`src/rtl/alu_op_decoder.sv`:
```
// RV32I decode stage: instruction word -> ALU control, immediate and datapath enables.
// Registered output with a one-entry skid buffer so in_ready never depends on out_ready.
module alu_op_decoder (
    input  logic        clk,
    input  logic        rst_n,
    input  logic        in_valid,
    output logic        in_ready,
    input  logic [31:0] in_instr,
    output logic        out_valid,
    input  logic        out_ready,
    output logic [3:0]  alu_ctrl,
    output logic [31:0] imm,
    output logic        alu_src_imm,
    output logic        reg_write,
    output logic        mem_read,
    output logic        mem_write,
    output logic [4:0]  rd,
    output logic        illegal
);

    typedef struct packed {
        logic [3:0]  ctrl;
        logic [31:0] imm;
        logic        src_imm;
        logic        reg_write;
        logic        mem_read;
        logic        mem_write;
        logic [4:0]  rd;
        logic        illegal;
    } dec_t;

    dec_t dec;
    dec_t out_q;
    dec_t skid_q;
    logic out_valid_q;
    logic skid_full_q;

    function automatic logic [3:0] base_ctrl(input logic [2:0] f3);
        case (f3)
            3'b000:  base_ctrl = 4'd0;
            3'b001:  base_ctrl = 4'd2;
            3'b010:  base_ctrl = 4'd3;
            3'b011:  base_ctrl = 4'd4;
            3'b100:  base_ctrl = 4'd5;
            3'b101:  base_ctrl = 4'd6;
            3'b110:  base_ctrl = 4'd8;
            default: base_ctrl = 4'd9;
        endcase
    endfunction

    logic [6:0]  opcode;
    logic [2:0]  funct3;
    logic [6:0]  funct7;
    logic [31:0] imm_i;
    logic [31:0] imm_s;
    logic [31:0] imm_u;
    logic [31:0] imm_shamt;
    logic        legal;

    assign opcode    = in_instr[6:0];
    assign funct3    = in_instr[14:12];
    assign funct7    = in_instr[31:25];
    assign imm_i     = {{20{in_instr[31]}}, in_instr[31:20]};
    assign imm_s     = {{20{in_instr[31]}}, in_instr[31:25], in_instr[11:7]};
    assign imm_u     = {in_instr[31:12], 12'b0};
    assign imm_shamt = {27'b0, in_instr[24:20]};

    always_comb begin
        dec   = '0;
        legal = 1'b1;
        case (opcode)
            7'b0110011: begin
                dec.reg_write = 1'b1;
                dec.rd        = in_instr[11:7];
                if (funct7 == 7'b0000000)
                    dec.ctrl = base_ctrl(funct3);
                else if (funct7 == 7'b0100000 && funct3 == 3'b000)
                    dec.ctrl = 4'd1;
                else if (funct7 == 7'b0100000 && funct3 == 3'b101)
                    dec.ctrl = 4'd7;
                else
                    legal = 1'b0;
            end
            7'b0010011: begin
                dec.src_imm   = 1'b1;
                dec.reg_write = 1'b1;
                dec.rd        = in_instr[11:7];
                dec.imm       = imm_i;
                dec.ctrl      = base_ctrl(funct3);
                // Shift immediates carry only the shift amount, funct7 selects srl/sra.
                if (funct3 == 3'b001) begin
                    dec.imm = imm_shamt;
                    if (funct7 != 7'b0000000) legal = 1'b0;
                end else if (funct3 == 3'b101) begin
                    dec.imm = imm_shamt;
                    if (funct7 == 7'b0100000)      dec.ctrl = 4'd7;
                    else if (funct7 != 7'b0000000) legal = 1'b0;
                end
            end
            7'b0000011: begin
                dec.src_imm   = 1'b1;
                dec.reg_write = 1'b1;
                dec.mem_read  = 1'b1;
                dec.rd        = in_instr[11:7];
                dec.imm       = imm_i;
                case (funct3)
                    3'b000:  dec.ctrl = 4'd10;
                    3'b001:  dec.ctrl = 4'd11;
                    3'b010:  dec.ctrl = 4'd0;
                    3'b100:  dec.ctrl = 4'd12;
                    3'b101:  dec.ctrl = 4'd13;
                    default: legal = 1'b0;
                endcase
            end
            7'b0100011: begin
                dec.src_imm   = 1'b1;
                dec.mem_write = 1'b1;
                dec.imm       = imm_s;
                if (funct3 > 3'b010) legal = 1'b0;
            end
            7'b0110111: begin
                dec.ctrl      = 4'd14;
                dec.src_imm   = 1'b1;
                dec.reg_write = 1'b1;
                dec.rd        = in_instr[11:7];
                dec.imm       = imm_u;
            end
            default: legal = 1'b0;
        endcase
        if (!legal) begin
            dec         = '0;
            dec.ctrl    = 4'd15;
            dec.illegal = 1'b1;
        end
    end

    logic accept;
    logic xfer;

    assign accept = in_valid & ~skid_full_q;
    assign xfer   = out_valid_q & out_ready;

    always_ff @(posedge clk or negedge rst_n) begin
        if (!rst_n) begin
            out_q       <= '0;
            skid_q      <= '0;
            out_valid_q <= 1'b0;
            skid_full_q <= 1'b0;
        end else if (skid_full_q) begin
            if (xfer) begin
                out_q       <= skid_q;
                skid_full_q <= 1'b0;
            end
        end else if (!out_valid_q || xfer) begin
            out_valid_q <= accept;
            if (accept) out_q <= dec;
        end else if (accept) begin
            skid_q      <= dec;
            skid_full_q <= 1'b1;
        end
    end

    assign in_ready    = ~skid_full_q;
    assign out_valid   = out_valid_q;
    assign alu_ctrl    = out_q.ctrl;
    assign imm         = out_q.imm;
    assign alu_src_imm = out_q.src_imm;
    assign reg_write   = out_q.reg_write;
    assign mem_read    = out_q.mem_read;
    assign mem_write   = out_q.mem_write;
    assign rd          = out_q.rd;
    assign illegal     = out_q.illegal;

endmodule
```
`config.mk`:
```
export PLATFORM = sky130hd
export DESIGN_NAME = alu_op_decoder
export DESIGN_NICKNAME = d
export VERILOG_FILES = /design/src/rtl/alu_op_decoder.sv
export SDC_FILE = /design/constraint.sdc
export NUM_CORES = 1
export LEC_CHECK = 0
export CORE_ASPECT_RATIO = 0.9
export CORE_MARGIN = 4
export CORE_UTILIZATION = 50
export DETAILED_ROUTE_END_ITERATION = 10
export PLACE_DENSITY = 0.83
export SYNTH_ARGS = -nofsm -noshare
export SYNTH_HDL_FRONTEND = slang
export SYNTH_SLANG_ARGS = --single-unit
```
`constraint.sdc`:
```
create_clock -name clk -period 2.4 [get_ports clk]
set_input_delay 0.48 -clock clk [delete_from_list [all_inputs] [get_ports clk]]
set_output_delay 0.48 -clock clk [all_outputs]
set_load 0.01 [all_outputs]
```
==> qor.yml, run 1 <==
slew_headroom: 0.561
antenna_found_initial: 0
fmax_mhz: 441
tritoncts: "built"
num_vias: 4256
cp_slowest_stage_delay_ns: 0.47
grt_first_pass_wirelength_mm: 21.5
endpoint_kind: "flip-flop"
wl_mm: 13.0
clk_pin_slew_worst_paths_ns: 0.10
synth_warnings: 0
start_util: 0.517
peakVddDrop_mv: 0.424
clockRootBuffer: "clkbuf_8"
cts_resized: 0
finClkSkew_ns: 0.0116
slowest_stage: "clkdlybuf4s50_1"
layout_min_cycle_time_ns: 2.27
instances_no_fill: 708
fin_crit_sh: 0.944
switchingPower_mw: 2.19
first_iter_violations: 384
switching_share: 0.377
intPower_mw: 3.61
cts_hold_buf: 0
drv_slew: 0
numCtsBuffers: 9
syn_nets: 514
grt-ovfl-total: 0
syn_inst: 478
min_path_type: "in -> async"
outcome: "complete, no violations"
dp_cells: 692
worstPathCellList: "clkdlybuf4s50_1, nor4_4, a31oi_1, o221a_2, a211oi_2, buf_4, a221o_1"
synth.most_common_cell: "dfrtp_1"
drive_gt1_frac: 0.131
yosysTopAreaCellShare: 0.526
wl_met3_mm: 1.02
clock_latency_ns: 0.36
wl_met1_mm: 5.47
setup_viol: 0
yosys-top-cells-area: "dfrtp_1 53%, o21ai_0 6.0%, nand2_1 5.3%"
clock_sinks: 94
portBuffers: 83
syn_area_sq_um: 4470
critPathMaxFanout: 9
pwr-share-seq: 0.407
synth_seq_cells: 94
dpl.hpwl_mm: 9.31
cts_max_level: 3
ys_types: 50
synth_top_cell_by_area: "dfrtp_1"
first_global_vias: 4287
ys_async_sr_fraction: 1.00
gp_congestion: 0.883
grt_max_degree: 51
hold_slack_ns: 0.133
area_growth_pct: 32.6
tns_ns: 0
die_width_microns: 108
critical_path_class: "in -> reg"
arrival_ns: 2.56
cp-start-kind: "input pin"
cp_data_required_time_ns: 2.70
synth_enable_flop_cells: 0
synth_common_cells: "94 x dfrtp_1, 63 x nand2_1, 54 x o21ai_0"
top_layer: "met4"
drt_pass1_iterations: 5
clkPwrFrac: 0.166
core_area_sq_um: 8650
grt_usage: 0.255
r2r_slack_ns: 0.50
clockBufferDepth: 2
reg2regPathDepth: 7
die_area_sq_um: 10500
drtAntennaViolNets: 0
nets: 620
drc: 0
synth.avg_cell_area_sq_um: 9.35
power.density_nw_per_um2: 979
placementRows: 32
r2r_start: "skid_full_q$_DFF_PN0_"
worstMarginPinSlew_ns: 0.658
io_pins: 84
vias_per_cell: 6.01
r2r_end: "imm[19]$_DFFE_PN0P_"
post-cts-setup-buffers: 0
dieHeight_microns: 97.7
rsz0062_at_grt: "false"
synth_flop_cell: "dfrtp_1"
combPwrFrac: 0.427
leakage_nw: 2.58
wl_per_cell_microns: 18.4
synth-seq-area-share: 0.526
n_antenna_cell: 0
dr_wl_met2_mm: 6.29
finalHoldViolations: 0
cap_violations: 0
[sequential cells by signal, indices dropped and copies added, names as in the netlist, 4 cells and up]
signal	cells
imm	32
rd	5
alu_ctrl	4
skid_q	46
[kinds of logic (layout without fill, tap and decap cells)]
logic type,Yosys count,count (layout),share of synthesized area
XOR/XNOR,3,3,0.00588
AND/OR/NAND/NOR,160,160,0.173
multiplexers,2,2,0.00476
buffers and inverters,48,159,0.0440
flip-flops,94,94,0.526
AO/OA/AOI/OAI,171,171,0.246
[metal layers]
layer,GRT usage,vias up
met2,0.411,217
li1,-,1937
met5,0,-
met4,0.0806,0
met3,0.0332,20
met1,0.359,2082
[per-stage QoR]
stage / setup slack (ns) / area [sq um] / utilization / power, mW
3_5_place_dp: -0.224 / 5750 / 0.665 / 4.84
6_report: 0.134 / 5920 / 0.685 / 5.80
5_1_grt: 0.0524 / 5920 / 0.685 / 6.15
3_3_place_gp: -0.130 / 5750 / 0.665 / 4.73
2_1_floorplan: 0.402 / 4470 / - / 3.58
4_1_cts: 0.164 / 5920 / 0.685 / 5.79
[worst max-delay path by stage]
stage / startpoint / end / slack, ns / depth (start not counted)
floorplan: in_instr[6] / skid_q[41]$_DFFE_PN0P_ / 0.40 / 7
global placement: in_instr[26] / skid_q[41]$_DFFE_PN0P_ / -0.13 / 6
detailed placement: in_instr[26] / rd[4]$_DFFE_PN0P_ / -0.22 / 7
CTS: in_instr[26] / rd[4]$_DFFE_PN0P_ / 0.16 / 7
global route: in_instr[26] / skid_q[41]$_DFFE_PN0P_ / 0.05 / 6
finish: in_instr[26] / rd[0]$_DFFE_PN0P_ / 0.13 / 7
[power by group through the flow]
stage / sequential [mW] / clock [mW] / combinational [mW]
2_1_floorplan: 2.44 / 0 / 1.14
3_3_place_gp: 2.35 / 0 / 2.38
3_5_place_dp: 2.38 / 0 / 2.46
4_1_cts: 2.35 / 0.966 / 2.47
5_1_grt: 2.40 / 1.03 / 2.72
6_report: 2.36 / 0.964 / 2.48
[worst max-delay path, delay by kind of cell]
kind / cells / cell delay [ns]
compound gates: 4 / 0.99
buf+inv: 2 / 0.65
simple gates: 1 / 0.44
[cell type report]
| class | instances | area [sq um] |
|---|---|---|
| inverter | 9 | 33.8 |
| timing repair buffer | 134 | 1290 |
| clock buffer | 10 | 128 |
| tap | 119 | 149 |
| clock inverter | 6 | 46.3 |
| multi-input combinational | 336 | 1930 |
| fill | 673 | 2730 |
| sequential | 94 | 2350 |
[layout by cell type (no fill, tap or decap), drive strengths merged, types with 4 or more instances in the layout]
cell,synthesis,routed
dfrtp,94,94
clkdlybuf4s50,0,82
nand2,63,63
o21ai,54,54
buf,9,52
nor2,39,39
a21oi,31,31
a31oi,27,27
a22oi,20,20
and3,15,15
nand3,12,12
a22o,11,11
inv,9,10
clkbuf,30,10
nand4,7,7
nand2b,5,5
nor2b,5,5
a221o,5,5
nand4b,4,4
nor3,4,4
No activity file was read; power rests on OpenSTA's default activity.
==> run 2, diff against run 1 <==
==> constraint.sdc (replaced) <==
create_clock -name clk -period 2.4 [get_ports clk]
set_input_delay 0.48 -clock clk [delete_from_list [all_inputs] [get_ports clk]]
set_output_delay 0.48 -clock clk [all_outputs]
set_load 0.02 [all_outputs]
==> run 2 against run 1 <==
Core utilization shrank 0.23 points. Wire length shrank 3.3%. Cell count shrank 0.56%. Critical path depth is the same. Cell area shrank 0.34%.
==> qor.yml, run 2 (synthesis gave the netlist of run 1 again) <==
outcome: "complete, no violations"
gp_congestion: 0.858
grt_first_pass_wirelength_mm: 20.6
grt-ovfl-total: 0
drtAntennaViolNets: 0
hold_slack_ns: 0.0578
antenna_found_initial: 0
dp_worst_setup_slack_ns: -0.193
worstMarginPinSlew_ns: 0.469
grt_usage: 0.244
cp_data_required_time_ns: 2.70
cts_max_level: 3
clk_pin_slew_worst_paths_ns: 0.10
wl_mm: 12.6
r2r_start: "skid_full_q$_DFF_PN0_"
finalHoldViolations: 0
n_antenna_cell: 0
portBuffers: 83
drc: 0
min_path_type: "in -> async"
clockBufferDepth: 2
dieHeight_microns: 97.7
core_area_sq_um: 8650
io_pins: 84
clockRootBuffer: "clkbuf_8"
drt_pass1_iterations: 5
power.density_nw_per_um2: 1010
arrival_ns: 2.56
endpoint_kind: "flip-flop"
startpoint: "in_instr[26]"
placementRows: 32
first_global_vias: 4119
tritoncts: "built"
cap_violations: 0
fin_crit_sh: 0.938
grt_max_degree: 60
dpl.hpwl_mm: 8.88
wl_per_cell_microns: 17.9
numCtsBuffers: 9
cp_num_buf_inv: 2
critical_path_class: "in -> reg"
crit_family: "compound AO/OA/AOI/OAI gates"
crit_end: "rd[1]$_DFFE_PN0P_"
worstPathCellList: "clkdlybuf4s50_1, nor4_4, a31oi_1, o221a_2, a211oi_2, buf_4, a221o_1"
post-cts-setup-buffers: 0
nets: 616
cp_slowest_stage_delay_ns: 0.47
regMostFlops: "skid_q"
clock_sinks: 94
cp-start-kind: "input pin"
r2r_slack_ns: 0.51
fill_cells: 689
num_vias: 4174
rsz0062_at_grt: "false"
clock_latency_ns: 0.36
layout_commonest_cell: "dfrtp_1"
die_area_sq_um: 10500
drv_slew: 0
drive_gt1_frac: 0.125
first_iter_violations: 317
slowest_stage: "clkdlybuf4s50_1"
path_depth: 7
final_cell_mix: "94 x dfrtp_1, 82 x clkdlybuf4s50_1, 63 x nand2_1, 54 x o21ai_0, 42 x buf_4"
die_width_microns: 108
critPathMaxFanout: 10
start_util: 0.517
largest_reg_flops: 46
vias_per_cell: 5.93
cts_resized: 0
peakVddDrop_mv: 0.420
slew_headroom: 0.687
area_growth_pct: 32.1
setup_viol: 0
layout_min_cycle_time_ns: 2.25
utilization: 0.683
fmax_mhz: 444
reg2regPathDepth: 6
cts_hold_buf: 0
leakage_nw: 2.56
r2r_end: "imm[15]$_DFFE_PN0P_"
finClkSkew_ns: 0.0139
setup_ws_ns: 0.149
run 2: cell count changes in the layout (fill, tap and decap cells not counted), sizes merged:
cell      previous run  this run
buf                 52        48
clkbuf              10        11
clkinv               3         1
clkinvlp             2         3
run 2: power breakdown:
group / switching, mW / total (mW) / leakage (nW) / internal [mW]
clock network: 0.568 / 0.982 / 0.0837 / 0.414
logic: 1.50 / 2.65 / 1.28 / 1.15
registers: 0.289 / 2.36 / 1.19 / 2.07
run 2: per-layer routing:
metal | vias up | track usage | share of wire
met1 | 2033 | 0.347 | 0.43
met5 | - | 0 | 0
met2 | 188 | 0.379 | 0.47
li1 | 1937 | - | -
met4 | 0 | 0.0757 | 0.020
met3 | 16 | 0.0465 | 0.073
run 2: worst min-delay path by stage:
stage	startpoint	endpoint	slack [ns]	depth (start not counted)
2_1_floorplan	rst_n	alu_ctrl[0]$_DFFE_PN0P_	0.18	0
3_3_place_gp	skid_q[13]$_DFFE_PN0P_	skid_q[13]$_DFFE_PN0P_	0.45	2
3_5_place_dp	rst_n	imm[8]$_DFFE_PN0P_	0.47	1
4_1_cts	rst_n	imm[8]$_DFFE_PN0P_	0.07	1
5_1_grt	rst_n	imm[4]$_DFFE_PN0P_	0.09	1
6_report	rst_n	imm[8]$_DFFE_PN0P_	0.06	1
run 2: cell type report:
cell class / count / area (sq um) / area share
sequential: 94 / 2350 / 0.398
multi-input combinational: 336 / 1930 / 0.327
timing repair buffer: 130 / 1260 / 0.213
tap: 119 / 149 / 0.0252
clock buffer: 11 / 141 / 0.0240
clock inverter: 5 / 42.5 / 0.00721
inverter: 9 / 33.8 / 0.00572
run 2: stage by stage:
step                      cells  power [mW]  instance area, sq um  TNS, ns
after detailed placement    688        5.02                  5720    -6.91
after global routing        704        6.35                  5900        0
after floorplan             478        3.79                  4470        0
after global placement      688        4.92                  5720    -1.91
final                       704        5.99                  5900        0
after CTS                   704        6.00                  5900        0
==> run 3, diff against run 2 <==
Settings changed: HOLD_SLACK_MARGIN set to 0.06.
==> results of run 3 <==
The final DEF is identical to that of run 2; final timing and power are the same.
